### src/rtl/uart_pkg.sv
// Shared UART types and constants for the receive path and the future transmitter.
package uart_pkg;

   localparam int DataWidth         = 8;
   localparam int DefaultClksPerBit = 868;

   typedef logic [DataWidth-1:0] uart_byte_t;

   typedef enum logic [1:0] {
      IDLE,
      START,
      DATA,
      STOP
   } rx_state_e;

endpackage

### src/rtl/bsg_counter_up_down.sv
// Up/down counter with synchronous clear; callers keep the count within max_val_p.
module bsg_counter_up_down #(
   parameter  int max_val_p     = 16,
   parameter  int init_val_p    = 0,
   parameter  int max_step_p    = 1,
   localparam int step_width_lp = $clog2(max_step_p + 1),
   localparam int ptr_width_lp  = $clog2(max_val_p + 1)
) (
   input  logic                     clk_i,
   input  logic                     reset_i,
   input  logic [step_width_lp-1:0] up_i,
   input  logic [step_width_lp-1:0] down_i,
   output logic [ptr_width_lp-1:0]  count_o
);

   always_ff @(posedge clk_i) begin
      if (reset_i) begin
         count_o <= ptr_width_lp'(init_val_p);
      end else begin
         count_o <= count_o + ptr_width_lp'(up_i) - ptr_width_lp'(down_i);
      end
   end

endmodule

### src/rtl/sync_2ff.sv
// Generic two-flop synchronizer for asynchronous single-bit inputs.
module sync_2ff #(
   parameter logic ResetVal = 1'b0
) (
   input  logic clk_i,
   input  logic reset_i,
   input  logic d_i,
   output logic q_o
);

   logic meta_q;

   always_ff @(posedge clk_i) begin
      if (reset_i) begin
         meta_q <= ResetVal;
         q_o    <= ResetVal;
      end else begin
         meta_q <= d_i;
         q_o    <= meta_q;
      end
   end

endmodule

### src/rtl/uart_rx.sv
// 8N1 UART receiver with a one-entry valid/ready output buffer.
//
// state | meaning
// IDLE  | line idle, bit counter held clear, waiting for rx_s low
// START | counting to the start-bit mid-point, rejecting glitches
// DATA  | sampling eight data bits LSB first, one per bit period
// STOP  | sampling the stop bit, then delivering or flagging the byte
module uart_rx
   import uart_pkg::*;
#(
   parameter int ClksPerBit = DefaultClksPerBit
) (
   input  logic       clk_i,
   input  logic       reset_i,
   input  logic       rx_i,
   output uart_byte_t data_o,
   output logic       valid_o,
   input  logic       ready_i,
   output logic       frame_err_o,
   output logic       overrun_o
);

   localparam int HalfBit    = ClksPerBit / 2;
   localparam int CountWidth = $clog2(ClksPerBit);
   localparam int CntBits    = $clog2(ClksPerBit + 1);

   logic                  rx_s;
   rx_state_e             state_q, state_d;
   logic [2:0]            bit_idx_q, bit_idx_d;
   uart_byte_t            shift_q, shift_d;
   logic [CntBits-1:0]    cnt;
   logic [CountWidth-1:0] tick;
   logic                  sample;
   logic                  cnt_clr;
   logic                  deliver;
   logic                  stop_bad;

   sync_2ff #(
      .ResetVal (1'b1)
   ) u_sync (
      .clk_i   (clk_i),
      .reset_i (reset_i),
      .d_i     (rx_i),
      .q_o     (rx_s)
   );

   bsg_counter_up_down #(
      .max_val_p  (ClksPerBit),
      .init_val_p (0),
      .max_step_p (1)
   ) u_bit_cnt (
      .clk_i   (clk_i),
      .reset_i (cnt_clr),
      .up_i    (1'b1),
      .down_i  (1'b0),
      .count_o (cnt)
   );

   // The count is cleared at every sample, so it never exceeds ClksPerBit-1.
   assign tick    = CountWidth'(cnt);
   assign cnt_clr = reset_i || (state_q == IDLE) || sample;

   always_comb begin
      sample = 1'b0;
      case (state_q)
         START:      sample = (tick == CountWidth'(HalfBit));
         DATA, STOP: sample = (tick == CountWidth'(ClksPerBit - 1));
         default:    sample = 1'b0;
      endcase
   end

   always_ff @(posedge clk_i) begin
      if (reset_i) begin
         state_q   <= IDLE;
         bit_idx_q <= 3'd0;
         shift_q   <= '0;
      end else begin
         state_q   <= state_d;
         bit_idx_q <= bit_idx_d;
         shift_q   <= shift_d;
      end
   end

   always_comb begin
      state_d   = state_q;
      bit_idx_d = bit_idx_q;
      shift_d   = shift_q;
      deliver   = 1'b0;
      stop_bad  = 1'b0;
      case (state_q)
         IDLE: begin
            if (!rx_s) state_d = START;
         end
         START: begin
            if (sample) state_d = rx_s ? IDLE : DATA;
         end
         DATA: begin
            if (sample) begin
               shift_d[bit_idx_q] = rx_s;
               bit_idx_d          = bit_idx_q + 3'd1;
               if (bit_idx_q == 3'd7) state_d = STOP;
            end
         end
         STOP: begin
            if (sample) begin
               deliver  = rx_s;
               stop_bad = !rx_s;
               state_d  = IDLE;
            end
         end
         default: state_d = IDLE;
      endcase
   end

   // A delivery coinciding with acceptance refills the buffer instead of overrunning.
   always_ff @(posedge clk_i) begin
      if (reset_i) begin
         data_o      <= '0;
         valid_o     <= 1'b0;
         frame_err_o <= 1'b0;
         overrun_o   <= 1'b0;
      end else begin
         frame_err_o <= stop_bad;
         overrun_o   <= 1'b0;
         if (deliver) begin
            if (!valid_o || ready_i) begin
               data_o  <= shift_q;
               valid_o <= 1'b1;
            end else begin
               overrun_o <= 1'b1;
            end
         end else if (ready_i) begin
            valid_o <= 1'b0;
         end
      end
   end

endmodule
### config.mk
export PLATFORM = sky130hd
export DESIGN_NAME = uart_rx
export DESIGN_NICKNAME = d
export VERILOG_FILES = /design/src/rtl/uart_pkg.sv /design/src/rtl/bsg_counter_up_down.sv /design/src/rtl/sync_2ff.sv /design/src/rtl/uart_rx.sv
export SDC_FILE = /design/constraint.sdc
export NUM_CORES = 1
export LEC_CHECK = 0
export BUFFER_PORTS_ARGS = -buffer_cell sky130_fd_sc_hd__buf_2
export CAP_MARGIN = 40
export CORE_MARGIN = 8
export CORE_UTILIZATION = 51
export CTS_CLUSTER_SIZE = 14
export DETAILED_ROUTE_END_ITERATION = 7
export GPL_TIMING_DRIVEN = 0
export PLACE_DENSITY = 0.77
export SYNTH_ARGS = -nofsm -noshare
export SYNTH_HDL_FRONTEND = slang
export SYNTH_SLANG_ARGS = --single-unit
### constraint.sdc
create_clock -name clk_i -period 1.6 [get_ports clk_i]
set_input_delay 0.08 -clock clk_i [delete_from_list [all_inputs] [get_ports clk_i]]
set_output_delay 0.08 -clock clk_i [all_outputs]
set_load 0.05 [all_outputs]
# Word level (Yosys, flattened, before mapping)
# Index checks and enable logic that the tools add are counted.
[word_totals]
output_inout_bits = 11
register_bits = 36
elab_cells = 61
input_bits = 4
[op_classes]
mux = 17
bitwise = 3
eq_ne = 12
add_sub_neg = 2
reduce_logical = 15
magnitude_cmp = 2
[op_table]
columns = ["op", "count"]
rows = [
  ["$mux W2", 6],
  ["$add A10 B1 Y10 const B", 1],
  ["$eq A10 B10 Y1 const B", 1],
  ["$eq A10 B9 Y1 const B", 1],
  ["$ne A2 B2 Y1 const B", 5],
  ["$bwmux W8", 1],
  ["$pmux W2 S4", 1],
  ["$mux W1", 7],
  ["$reduce_and A2 Y1", 3],
  ["$reduce_and A5 Y1", 1],
  ["$eq A2 B2 Y1 const B", 2],
  ["$lt A3 B4 Y1 const B", 1],
  ["$reduce_or A2 Y1", 2],
  ["$add A3 B1 Y3 const B", 1],
  ["$demux W1 S3", 1],
  ["$eq A3 B3 Y1 const B", 1],
  ["$ge A3 B1 Y1 const B", 1],
  ["$logic_or A1 B1 Y1", 3],
  ["$not A1 Y1", 3],
  ["$reduce_or A3 Y1", 1],
  ["$eq A2 B1 Y1 const B", 1],
  ["$logic_not A1 Y1", 2],
  ["$logic_not A2 Y1", 1],
  ["$ne A2 B1 Y1 const B", 1],
  ["other kinds (3)", 3],
]

# Logic depth before layout (Yosys ltp)
# Gate-level depths: netlist of the first run.
[logic_depth]
depth_word = 7
depth_mapped = 6
mapped_depth_nobuf = 4

# Cells and area by module
# Synthesis of the first run repeated with hierarchy kept, for this count alone.
[unflattened]
hier_cells = 200
hier_area_um2 = 1853.0
[by_module_without_submodules]
columns = ["module", "n_inst", "cells_per_inst", "area_each_um2"]
rows = [
  ["uart_rx", 1, 117, 1127.3],
  ["bsg_counter_up_down", 1, 79, 673.1],
  ["sync_2ff", 1, 4, 52.6],
]

# Least setup slack after synthesis of the first run
# OpenSTA, ideal clock, no wires.
[synth_path]
kind = "register to register"
startpoint = "register u_bit_cnt.count_o[3]"
endpoint = "register bit_idx_q[0]"
required_ns = 1.475
arrival_ns = 1.507
period_less_slack_ns = 1.632
n_path_buf = 1
setup_time_ns = 0.125
path_slack_ns = -0.032
stages_incl_launch_ff = 6
path_cell_list = "dfxtp_1 > or3b_1 > buf_6 > or4_1 > a21oi_1 > nor2_1"
[synth_between]
elab_chain_len = 3
word_cells_on_any_way = 4
classes_between = "eq/ne (2); mux (1); reduce/logical (1)"
[synth_lines]
columns = ["element", "line_no", "text"]
rows = [
  ["start: declaration", "bsg_counter_up_down.sv:13", "output logic [ptr_width_lp-1:0] count_o"],
  ["start signal: assignment", "bsg_counter_up_down.sv:18", "count_o <= ptr_width_lp'(init_val_p);"],
  ["start signal: assignment", "bsg_counter_up_down.sv:20", "count_o <= count_o + ptr_width_lp'(up_i) - ptr_width_lp'(down_i);"],
  ["$eq A10 B10 Y1 / $eq A10 B9 Y1 (equally long branches)", "uart_rx.sv:67, uart_rx.sv:66", ""],
  ["$pmux W1 S2 *", "uart_rx.sv:65", "case (state_q)"],
  ["$reduce_and A2 Y1 (no source line) *", "--", ""],
  ["end signal: assignment", "uart_rx.sv:79", "bit_idx_q <= bit_idx_d;"],
  ["end: declaration", "uart_rx.sv:29", "logic [2:0] bit_idx_q, bit_idx_d;"],
]
# Mark *: on every way between the ends. The rest lies on a longest branch, timed or not.
# A chain may end at the register's enable or synchronous reset.

# Worst setup path in the final report of the first run
[layout_path]
startpoint = "register state_q[0]"
endpoint = "register bit_idx_q[0]"
[layout_between]
elab_chain_len = 4
word_cells_on_any_way = 6
classes_between = "eq/ne (3); mux (1); reduce/logical (2)"
[layout_lines]
columns = ["element", "line_no", "text"]
rows = [
  ["start: declaration", "uart_rx.sv:28", "rx_state_e state_q, state_d;"],
  ["start signal: assignment", "uart_rx.sv:78", "state_q <= state_d;"],
  ["$eq A2 B2 Y1, on equally long branches", "uart_rx.sv:65, uart_rx.sv:90", ""],
  ["$reduce_or A2 Y1", "uart_rx.sv:65", ""],
  ["$pmux W1 S2", "uart_rx.sv:65", ""],
  ["$reduce_and A2 Y1 (no source line) *", "--", ""],
]
# Marked as above.

==> run_results.csv, run 1 <==
group,metric,value,unit
status,outcome,"finished clean",
job,cap_viol_max_count,0,
yosys,synth-compound-area-share,0.0458,
yosys,synth_warnings,0,
sta,rsz0062_at_grt,"true",
yosys,avgSynthCellArea,9.91,um^2
sta,skew,0.00689,ns
cts,cts_max_path_buffers,2,
sta,finalSetupViolCount,0,
yosys,synthXorXnorAreaFrac,0.0442,
route,detail-route-antenna-nets,0,
yosys,syn_nets,167,
finish,final_util,0.638,
critical_path,r2r_slack,0.003,ns
route,dr.pass1.iters,4,
critical_path,cpLargestDelayFamily,"simple AND/OR/NAND/NOR gates",
grt,grt_pass1_wl,5.10,mm
place,port_buffers,13,
die,die_area,0.00515,mm^2
critical_path,crit_chain,"or3b_4 > or4_1 > a21oi_1 > nor2_1",
yosys,synthSimpleGateAreaFrac,0.294,
die,fp.dieW,71.8,um
grt,antenna_found_initial,0,
critical_path,setup.worst_path.start,"state_q[0]",
route,drc_errors,0,
finish,diodes,0,
worst_hold_path,hold_start,"ready_i",
route,drt_iter0_drc,70,
sta,slew_viol_final,0,
cts,path_clk_slew,0.10,ns
power_and_ir_drop,power_density,760,mW/mm^2
cts,htree_num_levels,2,
grt,grt_pass1_vias,1087,
yosys,synthTopCellsByArea,"dfxtp_1 45%, mux2i_1 11%, nand2b_1 7.9%",
cts,clk_latency,0.35,ns
yosys,syn_inst,160,
cts,cts_root_buf,"clkbuf_4",
yosys,ys_ff_latch,36,
die,die_h,71.8,um
grt,grt_max_degree,11,
cts,numCtsBuffers,5,
yosys,ys_seq_area_frac,0.455,
yosys,async_reset_ff_frac,0,
sta,maxSlewHeadroom,0.727,
die,core,0.00300,mm^2
sta,worstMarginPinSlew,0.410,ns
cts,cts_tree,"built",
route,post_drt_via_cell_ratio,5.43,
critical_path,path_class,"register to register",
die,std_cell_rows,20,
place,gp_congestion,0.820,
yosys,yosys.area.top_type,"dfxtp_1",
critical_path,cp.required,1.82,ns
yosys,synth.area.mux_share,0.114,
worst_hold_path,min_path_type,"input pin to register",
route,avgRoutedWirePerCell,13.8,um
yosys,syn-cell-area,0.00159,mm^2
sta,max_freq,626,MHz
yosys,synthAdderAreaFrac,0.0237,
critical_path,slowest_delay,0.51,ns
finish,nNetsFinal,199,
route,routed_wl,3.12,mm
yosys,synth_top_family_by_area,"simple AND/OR/NAND/NOR gates",
yosys,yosysTopAreaCellShare,0.455,
die,ios,15,
cts,clock-sinks,36,
yosys,dominantRegCellSynth,"dfxtp_1",
sta,finalCritPeriodShare,0.998,
route,vias,1228,
finish,syn2layout_area_growth,20.8,%
finish,layout-drive-gt1-share,0.285,
sta,whs,0.111,ns
critical_path,crit_arrival,1.82,ns
critical_path,slowest_stage,"or4_1",
grt,gr-total-overflow,0,
critical_path,cp-start-kind,"register",
yosys,synth_enable_flop_cells,0,
die,start_util,0.528,
sta,finalHoldViolCount,0,
grt,grt_usage,0.128,
critical_path,r2r_start,"state_q[0]",
critical_path,setup.worst_path.end_class,"register",
critical_path,cp_max_fo,3,
yosys,synth_cell_types,38,
place,dp_hpwl,1.99,mm
power_and_ir_drop,power_leakage,0.840,nW
power_and_ir_drop,irDropWorstVdd,409,uV
sta,min_period,1.60,ns
critical_path,crit_buf_inv,0,
==> layout by cell type, fill, tap and decap left out, types with 3 or more instances in the layout <==
cell type / count
dfxtp_1: 28
nand2b_1: 20
mux2i_1: 18
nor2_1: 16
buf_4: 13
buf_2: 13
nand3_1: 8
xor2_1: 7
nand2_1: 6
clkbuf_1: 5
dfxtp_4: 5
clkbuf_4: 5
nor3_1: 4
a21oi_1: 4
nand4_1: 3
ha_1: 3
dfxtp_2: 3
==> state kept, by name (all words and copies together), names as in the netlist, named ones only <==
name               count
valid_o                1
bit_idx_q              3
data_o                 8
state_q                1
shift_q                8
u_bit_cnt.count_o     10
u_sync.meta_q          1
u_sync.q_o             1
overrun_o              1
frame_err_o            1
==> logic make-up (layout without fill, tap and decap cells) <==
group,after synthesis,after routing
muxes,18,18
buffers and inverters,8,41
xor gates and xnor gates,8,8
adders and majority gates,3,3
DFF,36,36
and+or+nand+nor,77,77
AOI/OAI and AO/OA,10,10
==> worst paths after layout <==
| kind | endpoint | cells past startpoint |
|---|---|---|
| worst min-delay path | valid_o | 3 |
| worst max-delay path | bit_idx_q[0] | 4 |
| worst max register to register | bit_idx_q[0] | 4 |
| worst min register to register | u_sync.q_o | 1 |
==> stage by stage <==
stage          power [mW]  std cells  instance area [um^2]  setup TNS [ns]  setup WS [ns]
2_1_floorplan       0.957        160                  1590         -0.0150        -0.0150
3_3_place_gp        0.967        206                  1700           -4.32         -0.200
3_5_place_dp        0.969        206                  1700           -6.11         -0.240
4_1_cts              1.48        224                  1870          -0.466        -0.0690
5_1_grt              1.52        226                  1920          -0.736        -0.0864
6_report             1.46        226                  1920               0        0.00340
==> report_power, final <==
group / switching [mW] / internal, mW / total (mW)
registers: 0.00420 / 0.893 / 0.897
logic: 0.0290 / 0.0269 / 0.0559
clock network: 0.287 / 0.217 / 0.503
total: 0.320 / 1.14 / 1.46
==> repair_timing <==
action	in CTS	in global routing
pin swaps	8	3
hold buffers	1	0
endpoints found under the setup margin	34	34
resized for setup	13	8
gates cloned	0	0
buffers inserted	9	3
endpoints found under the hold margin	1	0
==> final cells by class <==
class                      count  area [um^2]
sequential                    36          743
fill                         236         1090
timing repair buffer          26          165
inverter                       2         7.51
buffer                         5         22.5
multi-input combinational    116          877
clock buffer                   8         58.8
tap                           33         41.3
==> synth_stat cells (2+ instances only) <==
cell type	instances
or2_2	2
nand4_1	3
nor2_1	17
a21oi_1	4
nor4_4	2
ha_1	3
nor3_1	5
nand2b_1	20
nand2_1	6
nor2b_1	2
xor2_1	7
clkbuf_1	3
mux2i_1	18
inv_1	2
nand3_1	8
dfxtp_1	36
==> metal layers <==
| layer | up-vias | track usage | wire [um] |
|---|---|---|---|
| met5 | - | 0 | 0 |
| met4 | 0 | 0.0816 | 78 |
| met3 | 6 | 0.0460 | 168 |
| met2 | 34 | 0.176 | 1350 |
| met1 | 566 | 0.164 | 1520 |
| li1 | 622 | - | - |
==> worst min-delay path, stage by stage <==
cell and delay [ns]:
buf_2 0.07, nand2b_1 0.18, a21oi_1 0.08
(Power assumes the default switching activity.)
==> inputs of run 2 (changes only) <==
--- a/config.mk
+++ b/config.mk
@@ -7,6 +7,7 @@
 export LEC_CHECK = 0
 export BUFFER_PORTS_ARGS = -buffer_cell sky130_fd_sc_hd__buf_2
 export CAP_MARGIN = 40
+export CORE_ASPECT_RATIO = 1.75
 export CORE_MARGIN = 8
 export CORE_UTILIZATION = 51
 export CTS_CLUSTER_SIZE = 14
==> run 2 against run 1 <==
Compared with the run above:
- the run now ends with negative setup slack left
- worst setup slack got worse by 0.048 ns
- global-route usage fell by 0.28 points
- total power rose by 5.8%
- first-iteration DRC count fell by 69%
- die area rose by 1.4%
- maximum frequency fell by 2.9%
- critical endpoint unchanged
- highest routed layer unchanged
==> run_results.csv, run 2 (synthesis gave the netlist of run 1 again) <==
group,metric,value,unit
critical_path,r2r-end,"bit_idx_q[0]",
cts,cts_tree,"built",
worst_hold_path,min_to,"overrun_o",
place,place_area,0.00171,mm^2
grt,antenna_found_initial,0,
critical_path,crit_arrival,1.80,ns
cts,numCtsBuffers,5,
finish,mostFrequentLayoutCells,"26 x dfxtp_1, 20 x nand2b_1, 18 x mux2i_1",
critical_path,slowest_stage,"or4_1",
route,drt_iter0_drc,22,
finish,fillers,262,
sta,max_freq,608,MHz
grt,grt_pass1_wl,5.23,mm
worst_hold_path,min_path_type,"input pin to register",
die,start_util,0.516,
grt,grt_max_degree,11,
critical_path,path_class,"register to register",
cts,cts_max_path_buffers,2,
route,vias,1227,
finish,largest_reg_flops,10,
critical_path,setup.worst_path.end_class,"register",
place,gp_congestion,0.796,
critical_path,crit_buf_inv,1,
cts,htree_num_levels,2,
die,ios,15,
sta,fin_ws,-0.0443,ns
cts,path_clk_slew,0.07,ns
finish,max_flop_register,"u_bit_cnt.count_o",
sta,min_period,1.64,ns
worst_hold_path,worstHoldPathCells,3,
critical_path,r2r_start,"u_bit_cnt.count_o[0]",
grt,gr-total-overflow,0,
die,die_area,0.00522,mm^2
critical_path,cp-start-kind,"register",
critical_path,r2r_slack,-0.04,ns
status,violations,"negative setup slack",
critical_path,setup.worst_path.start,"u_bit_cnt.count_o[0]",
critical_path,cp.required,1.76,ns
place,dp_hpwl,2.28,mm
sta,maxSlewHeadroom,0.702,
route,dr.pass1.iters,4,
critical_path,cpLargestDelayFamily,"simple AND/OR/NAND/NOR gates",
route,detail-route-antenna-nets,0,
sta,finalHoldViolCount,0,
finish,final_common_cell,"dfxtp_1",
finish,syn2layout_area_growth,19.5,%
sta,skew,0.00646,ns
grt,grt_usage,0.125,
sta,finalSetupViolCount,1,
critical_path,crit_chain,"or3b_4 > buf_4 > or4_1 > a21oi_1 > nor2_1",
critical_path,slowest_delay,0.41,ns
die,std_cell_rows,27,
grt,grt_pass1_vias,1205,
finish,layout.area.seq,736,um^2
finish,final_area,0.00189,mm^2
status,outcome,"complete, but fails checks",
die,core,0.00307,mm^2
sta,slew_viol_final,0,
place,port_buffers,13,
power_and_ir_drop,power_leakage,0.836,nW
cts,clk_latency,0.28,ns
job,cap_viol_max_count,0,
sta,finalCritPeriodShare,1.03,
sta,rsz0062_at_grt,"true",
route,drc_errors,0,
place,pre_cts_ws,-0.264,ns
critical_path,cp_max_fo,7,
finish,nNetsFinal,196,
finish,multi_input_area,857,um^2
route,routed_wl,3.15,mm
route,post_drt_via_cell_ratio,5.29,
cts,clock-sinks,36,
worst_hold_path,hold_start,"ready_i",
finish,diodes,0,
power_and_ir_drop,irDropWorstVdd,603,uV
route,avgRoutedWirePerCell,13.6,um
sta,worstMarginPinSlew,0.446,ns
die,die_h,89.8,um
die,fp.dieW,58.1,um
cts,cts_root_buf,"clkbuf_8",
finish,reg_top3,"u_bit_cnt.count_o (10), data_o (8), shift_q (8)",
finish,layout-drive-gt1-share,0.286,
power_and_ir_drop,power_density,814,mW/mm^2
critical_path,rr_worst_depth,5,
-- run 2: power breakdown --
| part | internal [mW] | switching, mW |
|---|---|---|
| Clock | 0.295 | 0.291 |
| Combinational | 0.0241 | 0.0250 |
| Sequential | 0.900 | 0.00608 |
-- run 2: worst max-delay path by stage --
stage              endpoint  cells after the start
2_1_floorplan  bit_idx_q[0]                      5
3_3_place_gp     shift_q[7]                      4
3_5_place_dp     shift_q[7]                      4
4_1_cts        bit_idx_q[2]                      5
5_1_grt        bit_idx_q[2]                      5
6_report       bit_idx_q[0]                      5
-- run 2: stage by stage --
stage / TNS (ns) / total power, mW / instances / util / hold WS, ns
floorplan: -0.0150 / 0.957 / 160 / - / 0.184
global placement: -3.91 / 0.967 / 216 / 0.556 / 0.264
detailed placement: -6.16 / 0.970 / 216 / 0.556 / 0.270
CTS: -0.0659 / 1.55 / 229 / 0.605 / 0.165
global route: -1.05 / 1.60 / 232 / 0.616 / 0.195
finish: -0.0443 / 1.54 / 232 / 0.616 / 0.172
-- run 2: what timing repair did --
item,CTS,global route
hold buffers,1,0
pin swaps,3,5
setup endpoints to repair,34,32
resized for setup,10,6
buffers inserted,6,3
endpoints found under the hold margin,1,0
-- run 2: cell type report --
| class | count | area share |
|---|---|---|
| buffer | 5 | 0.0106 |
| clock buffer | 6 | 0.0383 |
| clock inverter | 1 | 0.00264 |
| inverter | 2 | 0.00396 |
| multi-input combinational | 116 | 0.452 |
| sequential | 36 | 0.388 |
| tap | 43 | 0.0284 |
| timing repair buffer | 23 | 0.0753 |
-- run 2: tightest hold or removal path: stages --
cell and delay [ns]:
buf_2 0.07, nand2b_1 0.17, nor3_1 0.08
-- run 2: per-layer routing --
layer | vias up | share of wire | global-route usage
met1 | 592 | 0.36 | 0.111
met5 | - | 0 | 0
met2 | 16 | 0.58 | 0.244
met4 | 0 | 0.016 | 0.0494
li1 | 614 | - | -
met3 | 5 | 0.039 | 0.0371
==> inputs of run 3 (changes only) <==
==> constraint.sdc (replaced) <==
create_clock -name clk_i -period 1.45 [get_ports clk_i]
set_input_delay 0.0725 -clock clk_i [delete_from_list [all_inputs] [get_ports clk_i]]
set_output_delay 0.0725 -clock clk_i [all_outputs]
set_load 0.05 [all_outputs]
==> run 3 against run 2 <==
Compared with the run above:
- register-to-register slack worse by 0.17 ns
- die area stayed put
- hold slack better by 0.019 ns
- largest power group unchanged
- sequential share of layout area is 4.2 points lower
- non-clock buffer count is 8 higher
- first-iteration DRC count is 50% higher
- design area is 12% higher
- largest cell class unchanged
- the run still ends with negative setup slack left
- highest routed layer unchanged
- count of clock-buffer cells in the layout is 1 higher
- wire length is 19% higher
- global-route usage is 1.1 points higher
- maximum frequency is 0.98% lower
==> run_results.csv, run 3 (synthesis gave the netlist of run 1 again) <==
group,metric,value,unit
route,drc_errors,0,
sta,finalHoldViolCount,0,
critical_path,cp.required,1.61,ns
sta,fin_ws,-0.211,ns
die,die_area,0.00522,mm^2
critical_path,crit_chain,"or3b_4 > nor4_4 > buf_6 > mux2i_1 > nor2_1",
power_and_ir_drop,p_seq_frac,0.539,
cts,cts_max_path_buffers,2,
place,dp_hpwl,2.25,mm
die,die_h,89.8,um
sta,max_freq,602,MHz
grt,grt_pass1_vias,1298,
route,vias,1291,
worst_hold_path,min_path_type,"input pin to register",
finish,fillers,239,
die,std_cell_rows,27,
cts,cts_tree,"built",
cts,htree_num_levels,2,
cts,numCtsBuffers,5,
job,cap_viol_max_count,0,
critical_path,cpLargestDelayFamily,"simple AND/OR/NAND/NOR gates",
finish,mostFrequentLayoutCells,"26 x dfxtp_1, 19 x nand2b_1, 18 x mux2i_1",
power_and_ir_drop,power_density,868,mW/mm^2
cts,cts_root_buf,"clkbuf_8",
route,wl_met2,2.20,mm
power_and_ir_drop,p_comb_frac,0.039,
sta,finalCritPeriodShare,1.15,
critical_path,cp-start-kind,"register",
power_and_ir_drop,irDropWorstVdd,725,uV
grt,gr-total-overflow,0,
sta,finalSetupViolCount,34,
sta,skew,0.00705,ns
sta,setup_tns,-4.23,ns
route,drt_iter0_drc,33,
critical_path,crit_buf_inv,1,
die,core,0.00307,mm^2
sta,rsz0062_at_grt,"true",
finish,layout-drive-gt1-share,0.389,
place,port_buffers,13,
power_and_ir_drop,p_sw,0.386,mW
grt,grt_usage,0.137,
place,pre_cts_ws,-0.305,ns
route,detail-route-antenna-nets,0,
route,met3_length,95,um
power_and_ir_drop,power_leakage,0.924,nW
finish,max_flop_register,"u_bit_cnt.count_o",
status,outcome,"complete, but fails checks",
status,violations,"negative setup slack",
power_and_ir_drop,p_int,1.46,mW
finish,nNetsFinal,204,
die,ios,15,
finish,diodes,0,
cts,path_clk_slew,0.07,ns
finish,syn2layout_area_growth,34.4,%
route,routed_wl,3.75,mm
cts,clk_latency,0.29,ns
sta,worstMarginPinSlew,0.482,ns
cts,clock-sinks,36,
die,start_util,0.516,
critical_path,slowest_stage,"or3b_4",
grt,grt_pass1_wl,5.66,mm
power_and_ir_drop,p_clk_frac,0.422,
grt,antenna_found_initial,0,
route,avgRoutedWirePerCell,15.6,um
critical_path,slowest_delay,0.42,ns
sta,slew_viol_final,0,
critical_path,cp_max_fo,6,
route,m1WireLength,1.31,mm
finish,final_area,0.00213,mm^2
finish,final_common_cell,"dfxtp_1",
critical_path,setup.worst_path.end_class,"register",
critical_path,crit_arrival,1.82,ns
route,dr.pass1.iters,4,
finish,reg_top3,"u_bit_cnt.count_o (10), data_o (8), shift_q (8)",
die,fp.dieW,58.1,um
grt,grt_max_degree,12,
sta,min_period,1.66,ns
finish,largest_reg_flops,10,
sta,maxSlewHeadroom,0.679,
place,place_area,0.00174,mm^2
place,gp_congestion,0.792,
power_and_ir_drop,sw_frac_of_total,0.208,
route,highest_layer,"met4",
critical_path,path_class,"register to register",
route,post_drt_via_cell_ratio,5.36,
run 3: stage by stage:
step	util	hold slack, ns	total power, mW	cells
after floorplan	-	0.176	1.06	160
after global placement	0.565	0.257	1.07	216
after detailed placement	0.565	0.259	1.07	216
after CTS	0.648	0.160	1.85	234
after global routing	0.693	0.224	1.91	241
final	0.693	0.191	1.85	241
run 3: path summary, 6_finish.rpt:
kind / startpoint / endpoint / cells after the start / slack, ns
worst max-delay path: state_q[0] / bit_idx_q[1] / 5 / -0.21
worst min-delay path: ready_i / overrun_o / 3 / 0.19
worst max register to register: state_q[0] / bit_idx_q[1] / 5 / -0.21
worst min register to register: u_sync.meta_q / u_sync.q_o / 1 / 0.41
run 3: routing by layer:
layer,GRT usage,vias to the layer above
met3,0.0385,12
li1,-,629
met5,0,-
met2,0.259,28
met1,0.119,622
met4,0.0782,0
run 3: layout make-up:
type                            instances  area (um^2)  share of cell area
Multi-Input combinational cell        116          977               0.459
Sequential cell                        36          738               0.346
Timing Repair Buffer                   30          214               0.100
Clock buffer                            7         97.6              0.0458
Tap cell                               43         53.8              0.0252
Buffer                                  6         37.5              0.0176
Inverter                                2         7.51             0.00352
Clock inverter                          1         5.00             0.00235
run 3: repair_timing:
item | 4_1_cts | 5_1_grt
hold endpoints to repair | 1 | 0
gates cloned | 1 | 0
gates resized for setup | 19 | 22
pin swaps | 7 | 14
endpoints found under the setup margin | 34 | 34
hold buffers | 1 | 0
setup buffers | 8 | 7
run 3: power groups by stage:
stage               clock network [mW]  logic, mW  registers (mW)
floorplan                            0     0.0355            1.02
finish                           0.780     0.0721           0.998
global placement                     0     0.0453            1.02
global route                     0.837     0.0767           0.998
CTS                              0.799     0.0554            1.00
detailed placement                   0     0.0471            1.02
run 3: worst reg2reg max path, cell delays in order, from the launching register on:
cell,delay [ns]
dfxtp_4,0.37
or3b_4,0.42
nor4_4,0.29
buf_6,0.17
mux2i_1,0.23
nor2_1,0.07
